<file path="config.mk">
export PLATFORM = sky130hd
export DESIGN_NAME = status_ctrl
export DESIGN_NICKNAME = d
export VERILOG_FILES = /design/src/rtl/status_ctrl.sv
export SDC_FILE = /design/constraint.sdc
export NUM_CORES = 1
export LEC_CHECK = 0
export ABC_AREA = 0
export CAP_MARGIN = 20
export CORE_UTILIZATION = 38
export CTS_BUF_LIST = sky130_fd_sc_hd__clkbuf_2
export DETAILED_ROUTE_END_ITERATION = 10
export PLACE_DENSITY = 0.6
export SLEW_MARGIN = 20
export SYNTH_ARGS = -nofsm -noshare
export SYNTH_HDL_FRONTEND = slang
export SYNTH_SLANG_ARGS = --single-unit
</file>
<file path="constraint.sdc">
create_clock -name clk -period 2.62 [get_ports clk]
set_input_delay 0.262 -clock clk [delete_from_list [all_inputs] [get_ports clk]]
set_output_delay 0.262 -clock clk [all_outputs]
set_load 0.01 [all_outputs]
</file>
<file path="src/rtl/status_ctrl.sv">
// -----------------------------------------------------------------------------
// status_ctrl -- run/step/halt controller for a simple sequential processor.
//
// Tracks the processor execution state (IDLE, RUN, STEP, HALT, ERROR). It also
// keeps a registered copy of the last completed instruction's status and counts
// retired instructions and active cycles. Both counters saturate.
//
// Ports:
//   clk, rst     clock, asynchronous active-high reset
//   stat_in      status of the completing instruction (1=AOK 2=ADR 3=INS 4=HLT)
//   instr_done   pulse: instruction completes this cycle, stat_in valid
//   start/step   pulses: free-run / single-step from IDLE
//   clear        pulse: back to IDLE from any state, counters zeroed
//   pc_en        combinational PC/regfile write enable
//   stat_q       registered processor status
//   halted/err   decoded from the HALT / ERROR states
//   instr_cnt    retired-instruction count (AOK and HLT retire)
//   cycle_cnt    cycles spent in RUN or STEP
// -----------------------------------------------------------------------------
module status_ctrl #(
    parameter int CNT_W = 32
) (
    input  logic             clk,
    input  logic             rst,
    input  logic [2:0]       stat_in,
    input  logic             instr_done,
    input  logic             start,
    input  logic             step,
    input  logic             clear,
    output logic             pc_en,
    output logic [2:0]       stat_q,
    output logic             halted,
    output logic             err,
    output logic [CNT_W-1:0] instr_cnt,
    output logic [CNT_W-1:0] cycle_cnt
);

    localparam logic [2:0] STAT_AOK = 3'd1;
    localparam logic [2:0] STAT_ADR = 3'd2;
    localparam logic [2:0] STAT_INS = 3'd3;
    localparam logic [2:0] STAT_HLT = 3'd4;

    typedef enum logic [2:0] {
        S_IDLE  = 3'd0,
        S_RUN   = 3'd1,
        S_STEP  = 3'd2,
        S_HALT  = 3'd3,
        S_ERROR = 3'd4
    } state_t;

    state_t           state_q, state_d;
    logic [2:0]       stat_d;
    logic [CNT_W-1:0] instr_cnt_q, instr_cnt_d;
    logic [CNT_W-1:0] cycle_cnt_q, cycle_cnt_d;
    logic             active;

    assign active = (state_q == S_RUN) || (state_q == S_STEP);

    always_comb begin
        state_d     = state_q;
        stat_d      = stat_q;
        instr_cnt_d = instr_cnt_q;
        cycle_cnt_d = cycle_cnt_q;

        if (clear) begin
            // clear beats start/step/instr_done sampled in the same cycle
            state_d     = S_IDLE;
            stat_d      = STAT_AOK;
            instr_cnt_d = '0;
            cycle_cnt_d = '0;
        end else begin
            case (state_q)
                S_IDLE: begin
                    if (start)     state_d = S_RUN;
                    else if (step) state_d = S_STEP;
                end
                S_RUN, S_STEP: begin
                    if (cycle_cnt_q != {CNT_W{1'b1}})
                        cycle_cnt_d = cycle_cnt_q + 1'b1;
                    if (instr_done) begin
                        case (stat_in)
                            STAT_AOK: begin
                                stat_d  = STAT_AOK;
                                state_d = (state_q == S_RUN) ? S_RUN : S_IDLE;
                            end
                            STAT_HLT: begin
                                stat_d  = STAT_HLT;
                                state_d = S_HALT;
                            end
                            STAT_ADR, STAT_INS: begin
                                stat_d  = stat_in;
                                state_d = S_ERROR;
                            end
                            // Unencoded status values are reported as INS.
                            default: begin
                                stat_d  = STAT_INS;
                                state_d = S_ERROR;
                            end
                        endcase
                        // HLT retires; faulting instructions do not.
                        if ((stat_in == STAT_AOK || stat_in == STAT_HLT) &&
                            instr_cnt_q != {CNT_W{1'b1}})
                            instr_cnt_d = instr_cnt_q + 1'b1;
                    end
                end
                default: ;  // HALT / ERROR sticky until clear or rst
            endcase
        end
    end

    always_ff @(posedge clk or posedge rst) begin
        if (rst) begin
            state_q     <= S_IDLE;
            stat_q      <= STAT_AOK;
            instr_cnt_q <= '0;
            cycle_cnt_q <= '0;
        end else begin
            state_q     <= state_d;
            stat_q      <= stat_d;
            instr_cnt_q <= instr_cnt_d;
            cycle_cnt_q <= cycle_cnt_d;
        end
    end

    // A halting or faulting instruction must never commit. The rst term makes
    // the abort independent of the state flop's async clear.
    assign pc_en     = active && !rst && !(instr_done && stat_in != STAT_AOK);
    assign halted    = (state_q == S_HALT);
    assign err       = (state_q == S_ERROR);
    assign instr_cnt = instr_cnt_q;
    assign cycle_cnt = cycle_cnt_q;

endmodule

</file>
==> impl.org <==
** Critical path
- STA classifies the critical path startpoint as a flip-flop.
- Critical path arrival :: 2160 ps
- Reg2reg path depth :: 5
- CP required :: 2360 ps
- The worst setup path is captured at a primary output.
- Classification of the worst setup path :: flip-flop to primary output
- Of all nets on the critical path, the largest fanout is 8.

** STA
- Final TNS setup :: 0 ps
- Final number of setup-violating endpoints :: 0
- RSZ-0062 raised after global routing :: false
- Max Clock Skew :: 35.3 ps
- The number of hold violations in the final report came to 0.
- Worst slack on hold paths :: 319 ps
- Derived from the worst setup path, the maximum achievable clock frequency is 412 MHz.
- Worst slew margin relative to its limit :: 40.1%
- At the pin with the least slew margin, the transition time is 899 ps.
- In the finished design, the share of the clock period the worst path needs comes to 92.6%.
- The total count of max-transition violations in the final report came to 0.
- Time the worst path needs with I/O delays and setup :: 2430 ps
- Worst Slack Setup Final :: 193 ps

** Layout
- Number of fillers in the final layout :: 930
- The post-route netlist has 10.7% of its cells at a drive strength greater than 1.
- Area grow syn2layout :: 28.9%
- Once layout is complete, the cells apart from fillers number 658.
- Final nets :: 531
- The repair_antennas step left the layout with diodes totalling 0.

** Clock network
- TritonCTS built the clock tree.
- Clock latency reported for the late side of the worst-skew pair :: 530 ps
- Setup Buffers After CTS :: 0
- After clock tree synthesis, the flow added hold-fix buffers numbering 0.
- TritonCTS sink count :: 70
- Clock slew seen by the registers of the worst setup and hold paths :: 220 ps
- Worst-case clock buffer depth :: 2
- In this run, post-CTS repair resized a total of 0 instances.
- The root buffer cell chosen for the clock tree is clkbuf_2.
- Clock buffers created by TritonCTS :: 9
- In this run the number of H-tree levels came out at 3.

** Synthesis
- Synth async-reset ratio :: 100%
- Counting flops with a built-in enable in the synthesized netlist gives 0.
- For this run, the leading register cell type out of synthesis is dfrtp_1.
- Net count of the mapped netlist :: 442
- The number of different library cells used by synthesis comes to 50.
- Area fraction of the dominant cell type after synthesis :: 43.8%
- Mapped cell area :: 3940 um2
- Most numerous cell types in the synthesized netlist :: dfrtp_1 (69), a21oi_1 (47), nand3_1 (32), nor2_1 (32), xor2_1 (25)
- Each instance of the synthesized netlist takes up on average 9.15 um2.
- Sequential area share after synthesis :: 44.4%
- dfrtp_1 is the most common cell in the netlist.
- Sorting the synthesized cells by area gives the leading types as dfrtp_1 (44%), a21oi_1 (6.0%), xor2_1 (5.6%), nand3_1 (4.1%), nand4_1 (3.6%).
- dfrtp_1 takes more of the synthesized area than any other cell.
- Synthesis inferred 70 register bits.
- Post-Syn Instances :: 431
- Warnings from Yosys :: 0

** Global route
- Global routing used 19.6% of the available tracks across all layers.
- The first global-routing pass estimated 17.2 mm of wire.
- Maximum number of pins on one net before global-route repair :: 71
- The number of global-route vias before repair is 3371.
- Number of antenna violations at the first check in global routing :: 0
- Remaining Overflow, GRT :: 0

** Place
- Setup slack at placement :: 40.6 ps
- In this run the tool buffered the top-level ports with 78 buffer cells.
- Once placement completed, the tool counted placed cells totaling 642.
- At the end of routability-driven placement, the weighted congestion stood at 0.794.
- Half-perimeter wire length after detailed placement :: 7.14 mm

** Die
- The floorplan step defined a core boundary enclosing 9910 um2.
- The floorplan has 36 rows.
- For this configuration, the core starts out at a cell density of 39.8%.
- Die span in y :: 104 um
- I/O pin count :: 79
- In this run the horizontal extent of the chip is 104 um.
- The floorplan step defined a die boundary enclosing 10800 um2.

** Pwr
- For this design the static power due to leakage is 1.99 nW.
- Total design power :: 0.00232 W
- In this run the power density over the cells is 457 nW/um2.
- Largest voltage drop on the vdd net :: 305 uV

** Hold path
- The path class of the tightest hold or removal check is primary input to asynchronous set/reset pin.

** Run status
- Result of the run :: finished clean

** Detailed routing
- In the final routed layout, each cell accounts on average for 16.0 um.
- Number of remaining DRC errors :: 0
- In this run the remaining antenna-violating nets after routing total 0.
- First-iteration detailed-routing DRC count :: 170
- Total Routed Length :: 10.5 mm
- Vias :: 3691
- Via/cell ratio :: 5.61
- Before antenna repair, the detailed router went through 4 iterations.

** Job
- Number of max-cap violations :: 0
[where the power goes]
part | switching, W | internal [W] | total [W]
registers | 0.0000588 | 0.00112 | 0.00118
clock network | 0.000420 | 0.000211 | 0.000631
logic | 0.000279 | 0.000233 | 0.000512
[cells by family (layout without fill, tap and decap cells)]
kind of cell | after synthesis | after routing | share of synthesized area, %
compound gates | 95 | 95 | 14.9
fa+ha+maj | 2 | 2 | 0.634
flops | 70 | 70 | 44.4
simple gates | 185 | 185 | 25.7
buf+inv | 35 | 129 | 3.55
mux | 10 | 10 | 2.76
xor+xnor | 34 | 34 | 8.03
[per-stage QoR]
stage	instance area [um2]	utilization, %
after global routing	5080	51.3
after floorplan	3940	-
after CTS	5080	51.3
final	5080	51.3
after detailed placement	4970	50.2
after global placement	4970	50.2
[layout make-up]
type	count	area, um2	share of cell area (%)
multi-input combinational	326	2050	40.3
sequential	70	1750	34.5
timing repair buffer	104	971	19.1
tap	133	166	3.27
clock inverter	7	65.1	1.28
clock buffer	9	45.0	0.886
inverter	9	33.8	0.664
[flip-flops by register name, summed over array words and instances, names as in the netlist]
register and cells:
cycle_cnt 32, instr_cnt 32, stat_q 3, state_q 3
[placed cells by master (no fill, tap or decap), types with 2 or more instances in the layout]
cell	instances
and2_1	3
o21ai_0	8
nand4_1	23
mux2i_1	3
clkinvlp_4	3
or3_1	4
a21oi_1	47
inv_1	8
dfrtp_1	69
nand2b_1	5
clkbuf_2	9
nand2_1	23
clkinv_1	2
xnor2_1	8
nand3_1	32
and4_1	6
nor2_1	32
buf_4	26
nor3_1	11
nor3b_1	2
or4_1	14
a31o_2	2
or2_2	3
and3_1	11
mux2_1	2
a31oi_1	9
nor4_1	5
a311oi_1	3
o31ai_1	15
clkdlybuf4s50_1	77
mux2_2	5
nor2b_1	7
ha_1	2
xor2_1	25
[path summary, 6_finish.rpt]
| path | from | to | slack, ps |
|---|---|---|---|
| worst max-delay path | state_q[0] | pc_en | 190 |
| worst min-delay path | rst | instr_cnt[23] | 320 |
| worst max register to register | instr_cnt[15] | instr_cnt[26] | 230 |
| worst min register to register | stat_q[0] | stat_q[0] | 560 |
| max in group asynchronous | rst | instr_cnt[5] | 1710 |
| min in group clk | clear | cycle_cnt[24] | 320 |
[worst max-delay path: stages, from the launching register on]
cell             delay [ps]
dfrtp_1                 540
xnor2_4                 240
nor2_1                  140
and3_1                  170
clkdlybuf4s50_1         540
[metal layers]
layer  vias to the layer above  global-route usage, %  part of all wire [%]
met5                         -                      0                     0
met1                      1797                   28.4                    49
met2                        98                   28.6                    45
li1                       1790                      -                     -
met3                         6                   5.14                   5.1
met4                         0                   5.71                  0.80
No activity file was read; power rests on OpenSTA's default activity.
